## src/rtl/ising_run_ctrl.sv

```systemverilog
// ising_run_ctrl: sequences one anneal (reset hold, free run, majority phase sample) and
// blocks weight writes into the array while the oscillators are live.
module ising_run_ctrl #(
  parameter int N             = 8,
  parameter int SAMPLE_CYCLES = 31,
  parameter int SYNC_STAGES   = 2
) (
  input  logic         clk,
  input  logic         axi_rst,
  input  logic         start,
  input  logic         abort,
  input  logic [15:0]  rst_cycles,
  input  logic [31:0]  run_cycles,
  input  logic [N-1:0] spin_in,
  input  logic         wready_in,
  output logic         wready_out,
  output logic         wr_allow,
  output logic         ising_rstn,
  output logic         busy,
  output logic         done,
  output logic [N-1:0] result,
  output logic         result_valid
);
  localparam int VW = $clog2(SAMPLE_CYCLES + 1);
  localparam logic [VW-1:0] HALF = VW'(SAMPLE_CYCLES / 2);
  typedef enum logic [2:0] {IDLE, RESET, RUN, SAMPLE, DONE} state_t;
  state_t state, next_state;
  logic [31:0] cnt, run_len;
  logic [15:0] rst_len;
  logic [32:0] cnt_inc;
  logic accept, last, enter_done;
  logic [N-1:0] sync [SYNC_STAGES];
  logic [N-1:0] in_ph, res_nxt;
  logic [VW-1:0] vote [N];
  logic [VW-1:0] vote_nxt [N];

  assign busy = state == RESET || state == RUN || state == SAMPLE;
  assign wr_allow = !busy;
  assign wready_out = wready_in & wr_allow;
  assign cnt_inc = {1'b0, cnt} + 33'd1;
  assign accept = start && !abort && (state == IDLE || state == DONE);
  assign in_ph = sync[SYNC_STAGES-1] ~^ {N{sync[SYNC_STAGES-1][0]}};
  assign enter_done = next_state == DONE && state != DONE;

  // a zero reset/run length still spends one cycle in its state
  always_comb begin
    last = state == RESET ? cnt_inc >= {17'd0, rst_len} :
           state == RUN   ? cnt_inc >= {1'b0, run_len} :
                            cnt_inc >= 33'(SAMPLE_CYCLES);
    next_state = abort             ? IDLE   :
                 accept            ? RESET  :
                 !last             ? state  :
                 state == RESET    ? RUN    :
                 state == RUN      ? SAMPLE :
                 state == SAMPLE   ? DONE   : state;
  end

  always_comb begin
    res_nxt = '0;
    for (int k = 0; k < N; k++) begin
      vote_nxt[k] = vote[k] + VW'(in_ph[k]);
      res_nxt[k] = vote_nxt[k] > HALF;
    end
    res_nxt[0] = 1'b1;
  end

  always_ff @(posedge clk or posedge axi_rst) begin
    if (axi_rst) begin
      state        <= IDLE;
      cnt          <= '0;
      rst_len      <= '0;
      run_len      <= '0;
      ising_rstn   <= 1'b0;
      done         <= 1'b0;
      result       <= '0;
      result_valid <= 1'b0;
      for (int s = 0; s < SYNC_STAGES; s++) sync[s] <= '0;
      for (int k = 0; k < N; k++) vote[k] <= '0;
    end else begin
      state        <= next_state;
      cnt          <= (next_state != state || !busy) ? '0 : cnt_inc[31:0];
      ising_rstn   <= !abort && (state == RUN || state == SAMPLE);
      done         <= enter_done;
      result_valid <= next_state == DONE;
      if (accept) begin
        rst_len <= rst_cycles;
        run_len <= run_cycles;
      end
      if (enter_done) result <= res_nxt;
      sync[0] <= spin_in;
      for (int s = 1; s < SYNC_STAGES; s++) sync[s] <= sync[s-1];
      for (int k = 0; k < N; k++) vote[k] <= state == SAMPLE ? vote_nxt[k] : '0;
    end
  end
endmodule

```

## config.mk

```make
export PLATFORM = sky130hd
export DESIGN_NAME = ising_run_ctrl
export DESIGN_NICKNAME = d
export VERILOG_FILES = /design/src/rtl/ising_run_ctrl.sv
export SDC_FILE = /design/constraint.sdc
export NUM_CORES = 1
export LEC_CHECK = 0
export CAP_MARGIN = 5
export CORE_ASPECT_RATIO = 0.75
export CORE_MARGIN = 4
export CORE_UTILIZATION = 55
export CTS_CLUSTER_SIZE = 30
export DETAILED_ROUTE_END_ITERATION = 10
export DONT_BUFFER_PORTS = 1
export HOLD_SLACK_MARGIN = 0.06
export PLACE_DENSITY = 0.7
export SLEW_MARGIN = 15
export SYNTH_ARGS = -nofsm -noshare
export SYNTH_HDL_FRONTEND = slang
export SYNTH_SLANG_ARGS = --single-unit
```

## constraint.sdc

```tcl
create_clock -name clk -period 8.16 [get_ports clk]
set_clock_uncertainty 0.15 [all_clocks]
set_input_delay 0.408 -clock clk [delete_from_list [all_inputs] [get_ports clk]]
set_output_delay 0.408 -clock clk [all_outputs]
set_load 0.1 [all_outputs]
```

Word-level counts from Yosys, hierarchy flattened
Index checks and enable logic that the tools add are counted.

Register bits after elaboration: 145. Output and inout bits: 14. Logic and storage cells: 72.

Add/sub/neg operators: 8. Order comparisons: 10. Eq/ne operators: 7. Muxes and demuxes: 16. Bitwise logic cells: 2. Reduce and logical (&&, ||, !) cells: 12.

Operator list (number): $add 5x1->5 (7); $gt 5x4->1 const B (7); $mux 5 (7); $add 32x1->33 const B (1); $ge 33x16->1 (1); $ge 33x32->1 (1); $ge 33x5->1 const B (1); $mux 32 (1); $mux 3 (6); $xnor 8x8->8 (1); $eq 3x2->1 const B (2); $eq 3x3->1 const B (2); $logic_or 1x1->1 (5); $logic_and 1x1->1 (4); $eq 3x1->1 const B (1); $logic_not 3->1 (1); $ne 3x3->1 (1); $ne 3x3->1 const B (1); $logic_not 1->1 (2); $mux 1 (2); $and 1x1->1 (1).

Depth between registers and ports, before layout
Gate-level depths: netlist of run 1.

Depth after elaboration: 10. Gate-level depth with buffers: 16. Mapped depth without buffers: 15.

Worst setup path after synthesis of run 1
OpenSTA, ideal clock, no wires.

Path kind: flip-flop to output port. Start point: register state[1]. End point: output wready_out. Arrival: 3.507 ns. Path slack: 4.095 ns. Cell stages (with the launch flop): 5. Path buffers: 0. Path through: dfrtp_1 nor2_1 nor2_1 inv_1 and2_1.

Longest elaborated chain between the ends: 5. Elaborated cells between the ends (all ways): 7. Those cells by class: eq/ne (3); bitwise (1); reduce/logical (3).

RTL lines: start, declared (line 27) `state_t state, next_state;`; start signal, assigned (line 80) `state <= next_state;`; $eq 3x1->1 / $eq 3x2->1 (equally long branches) (line 37) `assign busy = state == RESET || state == RUN || state == SAMPLE;`; $logic_or 1x1->1 (line 37); $logic_or 1x1->1 * (line 37); via busy (line 19) `output logic busy,`; $logic_not 1->1 * (line 38) `assign wr_allow = !busy;`; via wr_allow (line 17) `output logic wr_allow,`; $and 1x1->1 * (line 39) `assign wready_out = wready_in & wr_allow;`; end, declared (line 16) `output logic wready_out,`.

The timed path passes the listed nets; every way through them passes the cells marked *.

Final worst setup path of run 1
Start point: register cnt[0]. End point: register state[2].

Longest elaborated chain between the ends: 7. Elaborated cells between the ends (all ways): 9. Those cells by class: add/sub (1); order compare (3); mux (5).

RTL lines: start, declared (line 28) `logic [31:0] cnt, run_len;`; start signal, assigned (line 81) `cnt <= (next_state != state || !busy) ? '0 : cnt_inc[31:0];`; $add 32x1->33 * (line 40) `assign cnt_inc = {1'b0, cnt} + 33'd1;`; $ge 33x5->1 / $ge 33x32->1 (equally long branches) (line 49, 48); $mux 1 (line 48) `state == RUN ? cnt_inc >= {1'b0, run_len} :`; $mux 1 * (line 47) `last = state == RESET ? cnt_inc >= {17'd0, rst_len} :`; $mux 3 * (line 52) `!last ? state :`; $mux 3 * (line 51) `accept ? RESET :`; $mux 3 * (line 50) `next_state = abort ? IDLE :`; via next_state[2] (line 27).

Marks and branches as above. A chain may end at the register's enable or synchronous reset.

==> results of run 1 <==
through the flow:
stage | worst slack, ps | hold WS, ps | utilization [%] | instance area [µm²]
floorplan | 3710 | 181 | - | 7680
global placement | 2730 | 184 | 57.0 | 7810
detailed placement | 2460 | 185 | 57.0 | 7810
CTS | 2440 | 153 | 65.5 | 8970
global route | 1900 | 180 | 65.5 | 8970
finish | 2360 | 157 | 65.5 | 8970
tightest hold or removal path, stage by stage:
cell      delay [ps]
a21oi_1           40
o211ai_4         200
inv_2             40
worst max path at each step:
stage | to | slack, ps | cells past startpoint
2_1_floorplan | cnt[0]$_DFF_PP0_ | 3710 | 1
3_3_place_gp | state[2]$_DFF_PP0_ | 2730 | 15
3_5_place_dp | cnt[27]$_DFF_PP0_ | 2460 | 15
4_1_cts | state[2]$_DFF_PP0_ | 2440 | 15
5_1_grt | state[2]$_DFF_PP0_ | 1900 | 15
6_report | state[2]$_DFF_PP0_ | 2360 | 15
state kept, by name, indices dropped and copies added (netlist names):
| register | flops |
|---|---|
| rst_len | 16 |
| cnt | 32 |
| result_valid | 1 |
| done | 1 |
| sync | 16 |
| vote | 35 |
| ising_rstn | 1 |
| result | 8 |
| state | 3 |
| run_len | 32 |
area by class of cell:
type / count / area [µm²] / share of cell area, %
clock inverter: 10 / 141 / 1.58
timing repair buffer: 64 / 628 / 7.00
clock buffer: 18 / 429 / 4.78
multi-input combinational: 524 / 3660 / 40.8
tap: 175 / 219 / 2.44
inverter: 69 / 264 / 2.94
sequential: 145 / 3630 / 40.4
cell families after synthesis:
family	after synthesis	share of synthesized area, %
DFF	145	47.3
adders and majority gates	63	10.3
and+or+nand+nor	276	19.4
xor gates and xnor gates	60	6.84
AOI/OAI and AO/OA	111	9.19
muxes	14	1.91
buffers and inverters	102	5.13
placed cells by master, fill, tap and decap left out, types with 3 or more instances in the layout:
master,Yosys,layout
or2_2,3,3
a21oi_1,12,12
o21a_1,3,3
a31oi_1,3,3
and2_1,5,5
nor2_1,40,39
dlygate4sd3_1,0,59
a21o_1,11,11
xnor2_1,33,33
nor2b_1,4,4
a211oi_1,3,3
nand4_1,24,24
buf_4,0,5
and4_1,4,4
clkbuf_16,0,17
nor3_1,19,19
clkinv_4,0,3
o41ai_1,3,3
nor4_1,9,9
and3_1,21,20
dfrtp_1,145,145
bufinv_16,0,3
nand2b_1,3,3
nand3_1,32,32
mux2i_1,9,9
ha_1,63,63
mux2_2,5,5
a2111oi_0,4,4
inv_1,68,67
or3_1,6,6
nand2_1,72,71
o21ai_0,54,54
nor3b_1,25,25
xor2_1,27,27
power by group through the flow:
stage / registers, µW / logic (µW) / clock network (µW)
6_report: 793 / 217 / 772
5_1_grt: 798 / 248 / 814
4_1_cts: 793 / 217 / 782
3_5_place_dp: 805 / 191 / 0
3_3_place_gp: 804 / 184 / 0
2_1_floorplan: 797 / 146 / 0
metal layers:
layer  track usage [%]  up-vias
met2              37.9      180
met3              5.78       20
met1              35.0     2832
met4              7.72        0
li1                  -     2769
met5                 0        -
what timing repair did:
| item | in CTS | in global routing |
|---|---|---|
| hold buffers | 59 | 0 |
| hold endpoints to repair | 123 | 0 |
| setup buffers | 0 | 0 |
| endpoints found under the setup margin | 0 | 0 |
==> flow_summary_export.csv, run 1 <==
group,metric,value,unit
routing,wl_met2,8200,µm
worst_setup_path,r2r_end,"state[2]$_DFF_PP0_",
cts,cts_resized,0,
pwr,p_seq_share,44.5,%
hold_path,hold_class,"in2reg",
floorplan,io_pins,75,
place,gp_congestion,0.921,
sta,rsz0062_at_grt,"no",
pwr,p_total,1780,µW
global_routing,antenna_found_initial,0,
worst_setup_path,critPathCaptureType,"flip-flop",
global_routing,overflow,0,
floorplan,die_width,144,µm
logic_synthesis,synthCells,771,
floorplan,row_count,37,
routing,num_vias,5801,
logic_synthesis,synthesis.area,7680,µm²
worst_setup_path,r2r_start,"cnt[0]$_DFF_PP0_",
pwr,peakVddDrop,0.162,mV
routing,dr.pass1.iters,5,
worst_setup_path,max_stage_delay,720,ps
global_routing,grt_max_degree,95,
pwr,sw_frac_of_total,25.8,%
cts,root_buffer,"clkbuf_16",
routing,m1WireLength,8570,µm
logic_synthesis,synthesis.nets,895,
layout,antenna_cells,0,
routing,drt_iter0_markers,517,
hold_path,min_to,"done$_DFF_PP0_",
cts,cts_tree,"yes",
sta,finalSetupViolations,0,
routing,ant_nets,0,
layout,layout.nets,945,
worst_setup_path,reg2reg_setup_slack,2360,ps
floorplan,start_util,56.0,%
sta,min_period_over_period,71.1,%
routing,drt-total-wl,18200,µm
worst_setup_path,crit_family,"compound AO/OA/AOI/OAI gates",
cts,clkTransAtPathRegs,60,ps
pwr,p_clk_share,43.3,%
worst_setup_path,crit_buf_inv,1,
outcome,outcome,"finished clean",
pwr,combinationalPowerShare,12.2,%
worst_setup_path,crit_type,"reg2reg",
pwr,internal-power,1320,µW
logic_synthesis,synth_edf_count,0,
floorplan,coreArea,13700,µm²
cts,clkSinkCount,145,
place,dp.cells,918,
place,dpl.hpwl,12700,µm
logic_synthesis,synth_most_common_cell,"dfrtp_1",
pwr,leakage,0.00435,µW
logic_synthesis,synth_area_per_cell,9.96,µm²
hold_path,hold_depth,3,
sta,slew_viol_final,0,
global_routing,grt_pass1_wl,30300,µm
worst_setup_path,worstPathRequired,8370,ps
logic_synthesis,ys_seq_elements,145,
worst_setup_path,crit_chain,"ha_1, nand4_1, or3_1, nor3_1, xor2_1, ha_1, nand4_1, o41ai_1, a221oi_1, o21ai_0, a2111oi_0, o41ai_1, a21boi_2, buf_4, a41o_1",
floorplan,die_h,110,µm
cts,cts_buffers,17,
logic_synthesis,async_flop_share,100,%
logic_synthesis,yosysTopAreaCell,"dfrtp_1",
cts,clockBufferDepth,2,
worst_setup_path,slowest_stage,"a21boi_2",
worst_setup_path,arrival,6010,ps
pwr,switchingPower,459,µW
routing,highest_layer,"met4",
logic_synthesis,yosysTopAreaCellShare,47.3,%
cts,worstSkewPairLatency,430,ps
sta,worst_pin_slew,1110,ps
sta,max_freq,172,MHz
sta,hold_viol,0,
layout,layout-drive-gt1-share,6.51,%
logic_synthesis,synth_common_cells,"dfrtp_1, nand2_1, inv_1, ha_1, o21ai_0",
worst_setup_path,worstSetupStartpoint,"cnt[0]$_DFF_PP0_",
cts,htreeDepth,4,
floorplan,die_area,15900,µm²
worst_setup_path,startpoint_type,"flip-flop",
global_routing,grt_pass1_vias,5922,
hold_path,holdCritStartpoint,"abort",
global_routing,grt_usage,24.7,%
logic_synthesis,synth_cell_type_count,58,
logic_synthesis,synth_warnings,0,
worst_setup_path,r2r_cells,15,
routing,drc_errors,0,
logic_synthesis,synth_flop_cell,"dfrtp_1",
sta,fin_crit,5800,ps
place,port_buffers,0,
layout,instances_no_fill,1005,
layout,fillCellCount,1065,
sta,fin_setup_tns,0,ps
pwr,powerDensity,199,nW/µm²
job,drv_cap,0,
sta,relSlewSlack,26.8,%
logic_synthesis,synthTopCellsByArea,"dfrtp_1, ha_1, xnor2_1",
routing,vias_per_cell,5.77,
routing,met3WireLength,1150,µm
layout,areaGrowthSynthToFinish,16.9,%
logic_synthesis,ys_seq_area_share,47.3,%
worst_setup_path,worst-path-max-fanout,17,
routing,wl_per_cell,18.1,µm
Note: power is estimated with default switching activity, not from simulation.
==> run 2: changes to the inputs <==
- PLACE_DENSITY: 0.7 -> 0.73
- clock period: 8.16 -> 4.8 ns (I/O delays scaled with it)
==> run 2 against run 1 <==
Net effect:
- final cell count rose by 1.3%
- sequential power rose by 70%
- routed wire length rose by 0.26%
==> flow_summary_export.csv, run 2 (synthesis gave the netlist of run 1 again) <==
group,metric,value,unit
sta,max_freq,228,MHz
global_routing,grt_pass1_vias,5829,
worst_setup_path,critPathCaptureType,"flip-flop",
routing,met3WireLength,853,µm
sta,hold_slack,196,ps
floorplan,io_pins,75,
pwr,peakVddDrop,0.274,mV
routing,vias_per_cell,5.77,
floorplan,die_area,15900,µm²
floorplan,die_h,110,µm
worst_setup_path,worstSetupStartpoint,"cnt[0]$_DFF_PP0_",
layout,antenna_cells,0,
worst_setup_path,r2r_end,"result[5]$_DFFE_PP0P_",
cts,cts_tree,"yes",
layout,design_area,9110,µm²
cts,worstSkewPairLatency,430,ps
routing,wl_met2,8250,µm
sta,slew_viol_final,0,
worst_setup_path,worstPathRequired,4990,ps
worst_setup_path,crit_type,"reg2reg",
layout,largest_register_ffs,35,
global_routing,grt_pass1_wl,29900,µm
sta,rsz0062_at_grt,"no",
floorplan,die_width,144,µm
sta,min_period_over_period,91.5,%
outcome,outcome,"finished clean",
routing,ant_nets,0,
pwr,p_total,3070,µW
layout,final_common_cell,"dfrtp_1",
layout,reg_top3,"vote: 35 flops, cnt: 32 flops, run_len: 32 flops",
worst_setup_path,worst-path-max-fanout,11,
routing,drc_errors,0,
pwr,switchingPower,822,µW
routing,dr.pass1.iters,5,
worst_setup_path,startpoint_type,"flip-flop",
layout,areaGrowthSynthToFinish,18.6,%
place,place_ws,182,ps
pwr,p_clk_share,43.8,%
routing,num_vias,5875,
layout,layout-drive-gt1-share,8.90,%
worst_setup_path,arrival,4580,ps
routing,drt-total-wl,18200,µm
global_routing,grt_usage,24.4,%
floorplan,coreArea,13700,µm²
cts,root_buffer,"clkbuf_16",
routing,m1WireLength,8900,µm
place,gp_congestion,0.877,
pwr,sw_frac_of_total,26.8,%
global_routing,antenna_found_initial,0,
global_routing,overflow,0,
sta,worst_pin_slew,958,ps
cts,clkSinkCount,145,
sta,hold_viol,0,
cts,clockBufferDepth,2,
place,dpl.hpwl,12600,µm
place,port_buffers,0,
sta,worst_slack,409,ps
pwr,leakage,0.00440,µW
cts,htreeDepth,4,
layout,mostFrequentLayoutCells,"dfrtp_1, nand2_1, inv_1",
routing,wl_per_cell,17.9,µm
sta,finalSetupViolations,0,
pwr,combinationalPowerShare,12.3,%
sta,fin_crit,4390,ps
job,drv_cap,0,
place,placed_area,7860,µm²
cts,clkTransAtPathRegs,60,ps
floorplan,row_count,37,
sta,fin_setup_tns,0,ps
worst_setup_path,r2r_start,"cnt[0]$_DFF_PP0_",
pwr,p_seq_share,43.9,%
hold_path,hold_class,"reg2reg",
global_routing,grt_max_degree,89,
routing,drt_iter0_markers,422,
worst_setup_path,r2r_cells,14,
worst_setup_path,critPathCapture,"result[5]$_DFFE_PP0P_",
layout,regMostFlops,"vote",
pwr,internal-power,2250,µW
worst_setup_path,reg2reg_setup_slack,410,ps
sta,relSlewSlack,36.6,%
routing,highest_layer,"met4",
floorplan,start_util,56.0,%
layout,layout.nets,954,
pwr,powerDensity,337,nW/µm²
cts,cts_buffers,17,
run 2: worst min-delay path by stage:
stage	start	endpoint	slack, ps	cells past startpoint
5_1_grt	sync[12]$_DFF_PP0_	sync[4]$_DFF_PP0_	200	0
4_1_cts	sync[8]$_DFF_PP0_	sync[0]$_DFF_PP0_	200	0
2_1_floorplan	spin_in[2]	sync[10]$_DFF_PP0_	120	0
6_report	sync[8]$_DFF_PP0_	sync[0]$_DFF_PP0_	200	0
3_3_place_gp	spin_in[6]	sync[14]$_DFF_PP0_	120	0
3_5_place_dp	spin_in[6]	sync[14]$_DFF_PP0_	120	0
run 2: metrics by stage:
stage	instances	utilization (%)
global placement	924	57.3
CTS	1015	66.0
floorplan	771	-
global route	1018	66.5
detailed placement	924	57.3
finish	1018	66.5
run 2: area by class of cell:
type | instances | area, µm²
Inverter | 69 | 264
Clock buffer | 19 | 453
Tap cell | 175 | 219
Multi-Input combinational cell | 524 | 3690
Fill cell | 1026 | 4600
Sequential cell | 145 | 3630
Timing Repair Buffer | 73 | 699
Clock inverter | 13 | 148
run 2: worst max-delay path, cell delays in order (launching register included):
cell and delay [ps]:
dfrtp_2 490, ha_1 200, nand4_1 230, buf_4 260, nor4_1 300, xnor2_1 230, inv_1 130, ha_1 190
a21o_1 150, a21oi_1 150, o21ai_0 180, a2111oi_0 660, a21oi_1 280, o211ai_4 440, mux2i_1 260
run 2: per-layer routing:
metal  global-route usage [%]  vias to the layer above
li1                         -                     2802
met3                     5.30                       27
met5                        0                        -
met4                     6.99                        0
met1                     35.5                     2871
met2                     36.9                      175
run 2: repair_timing:
| item | CTS | global route |
|---|---|---|
| gates resized for setup | 0 | 8 |
| setup endpoints to repair | 0 | 42 |
| endpoints found under the hold margin | 156 | 0 |
| hold buffers | 59 | 0 |
| setup buffers | 0 | 3 |
run 2: power groups by stage:
stage,Combinational (µW),Clock (µW),Sequential (µW)
final,379,1340,1350
after global routing,429,1420,1360
after CTS,374,1360,1350
after detailed placement,328,0,1370
after global placement,315,0,1370
after floorplan,248,0,1350
==> run 3: changes to the inputs <==
- CTS_BUF_LIST: not set -> sky130_fd_sc_hd__clkbuf_16
==> run 3 against run 2 <==
Net effect:
- non-clock buffer count unchanged
- register-to-register slack improved by 20 ps
- via count increased by 0.26%
- worst hold slack improved by 1.6 ps
- total power decreased by 1.1%
- global-route usage about the same
- sequential share of layout area increased by 0.088 points
- flip-flop and latch count unchanged
- final area decreased by 0.22%
- sequential power about the same
==> flow_summary_export.csv, run 3 (synthesis gave the netlist of run 1 again) <==
group,metric,value,unit
outcome,outcome,"finished clean",
cts,root_buffer,"clkbuf_16",
floorplan,row_count,37,
worst_setup_path,max_stage_delay,490,ps
worst_setup_path,r2r_end,"cnt[3]$_DFF_PP0_",
sta,min_period_over_period,91.1,%
layout,areaGrowthSynthToFinish,18.4,%
sta,worst_pin_slew,958,ps
worst_setup_path,r2r_start,"cnt[0]$_DFF_PP0_",
sta,hold_viol,0,
worst_setup_path,worst-path-max-fanout,13,
hold_path,hold_depth,0,
layout,largest_register_ffs,35,
pwr,p_clk_share,43.1,%
hold_path,hold_class,"reg2reg",
cts,htreeDepth,4,
global_routing,grt_pass1_vias,5821,
sta,hold_slack,198,ps
sta,slew_viol_final,0,
floorplan,coreArea,13700,µm²
global_routing,globalRoute.busiestLayer,"met2",
worst_setup_path,startpoint_type,"flip-flop",
routing,drt-total-wl,18200,µm
sta,rsz0062_at_grt,"no",
worst_setup_path,critPathCaptureType,"flip-flop",
global_routing,antenna_found_initial,0,
sta,finalSetupViolations,0,
layout,layout.nets,954,
cts,cts_tree,"yes",
pwr,leakage,0.00439,µW
routing,drt_iter0_markers,430,
layout,regArea,3630,µm²
cts,clkTransAtPathRegs,60,ps
place,place_ws,182,ps
layout,mostFrequentLayoutCells,"dfrtp_1, nand2_1, inv_1",
global_routing,overflow,0,
job,drv_cap,0,
floorplan,start_util,56.0,%
global_routing,grt_usage,24.3,%
pwr,sw_frac_of_total,27.0,%
floorplan,die_width,144,µm
sta,fin_setup_tns,0,ps
pwr,combinationalPowerShare,12.5,%
layout,antenna_cells,0,
routing,wl_per_cell,17.9,µm
pwr,switchingPower,821,µW
floorplan,die_h,110,µm
place,port_buffers,0,
routing,num_vias,5890,
layout,multiInputGateArea,3690,µm²
worst_setup_path,crit_chain,"ha_1, nand4_1, or3_4, nor4_2, xor2_1, ha_1, nand3_1, o41ai_1, a221oi_1, o21ai_0, a2111oi_0, o41ai_1, a21boi_2, buf_4, nor3_1",
hold_path,holdCritStartpoint,"sync[12]$_DFF_PP0_",
global_routing,grt_use_met1,35.5,%
worst_setup_path,reg2reg_setup_slack,430,ps
worst_setup_path,worstPathRequired,4920,ps
global_routing,grt_util_met2,36.8,%
layout,regMostFlops,"vote",
routing,vias_per_cell,5.79,
layout,final_common_cell,"dfrtp_1",
hold_path,min_to,"sync[4]$_DFF_PP0_",
global_routing,grt_pass1_wl,29900,µm
floorplan,die_area,15900,µm²
cts,worstSkewPairLatency,430,ps
sta,fin_crit,4370,ps
sta,max_freq,229,MHz
sta,worst_slack,429,ps
routing,dr.pass1.iters,5,
cts,clkSinkCount,145,
cts,clockBufferDepth,2,
worst_setup_path,arrival,4490,ps
global_routing,grt_max_degree,89,
sta,relSlewSlack,36.6,%
layout,fillCellCount,1031,
cts,cts_buffers,17,
pwr,p_seq_share,44.4,%
routing,ant_nets,0,
pwr,internal-power,2220,µW
floorplan,io_pins,75,
worst_setup_path,r2r_cells,15,
layout,layout-drive-gt1-share,8.66,%
pwr,powerDensity,334,nW/µm²
global_routing,use_met3,5.30,%
pwr,peakVddDrop,0.274,mV
routing,drc_errors,0,
place,dpl.hpwl,12600,µm
layout,reg_top3,"vote: 35 flops, cnt: 32 flops, run_len: 32 flops",
place,gp_congestion,0.877,
worst_setup_path,slowest_stage,"dfrtp_2",
worst_setup_path,crit_type,"reg2reg",
run 3: final cells by class:
cell class,count,area share [%]
clock buffer,17,4.68
clock inverter,15,1.71
inverter,69,2.91
multi-input combinational,524,40.6
sequential,145,40.0
tap,175,2.41
timing repair buffer,73,7.70
run 3: critical path, delay by kind of cell (launching register included):
kind | cells | cell delay (ps)
buf+inv | 1 | 240
flops | 1 | 490
fa+ha+maj | 2 | 520
xor+xnor | 1 | 150
simple gates | 5 | 1140
compound gates | 6 | 1520
run 3: repair_timing:
item / in CTS / in global routing
endpoints found under the hold margin: 156 / 0
setup endpoints to repair: 0 / 42
resized for setup: 0 / 8
buffers inserted: 0 / 3
hold buffers: 59 / 0
run 3: power groups by stage:
| stage | Combinational [µW] | Clock [µW] | Sequential, µW |
|---|---|---|---|
| after floorplan | 248 | 0 | 1350 |
| after global placement | 315 | 0 | 1370 |
| after detailed placement | 328 | 0 | 1370 |
| after CTS | 374 | 1330 | 1350 |
| after global routing | 429 | 1390 | 1360 |
| final | 379 | 1310 | 1350 |
run 3: how the worst max path moves through the flow:
stage / to / slack [ps] / from / cells past startpoint
global route: state[2]$_DFF_PP0_ / 40 / cnt[0]$_DFF_PP0_ / 15
global placement: state[2]$_DFF_PP0_ / 420 / cnt[0]$_DFF_PP0_ / 16
CTS: cnt[31]$_DFF_PP0_ / 90 / cnt[0]$_DFF_PP0_ / 15
floorplan: cnt[0]$_DFF_PP0_ / 520 / axi_rst / 1
detailed placement: cnt[31]$_DFF_PP0_ / 180 / cnt[0]$_DFF_PP0_ / 16
finish: cnt[3]$_DFF_PP0_ / 430 / cnt[0]$_DFF_PP0_ / 15
run 3: through the flow:
| step | instances | util [%] | total power [µW] | cell area (µm²) |
|---|---|---|---|---|
| after detailed placement | 924 | 57.3 | 1700 | 7860 |
| after global placement | 924 | 57.3 | 1680 | 7860 |
| final | 1018 | 66.3 | 3040 | 9090 |
| after floorplan | 771 | - | 1600 | 7680 |
| after global routing | 1018 | 66.3 | 3170 | 9090 |
| after CTS | 1015 | 65.9 | 3050 | 9030 |
run 3: metal layers:
layer	vias up	share of wire (%)
li1	2805	-
met1	2881	49
met2	173	45
met3	31	5.0
met4	0	1.4
met5	-	0
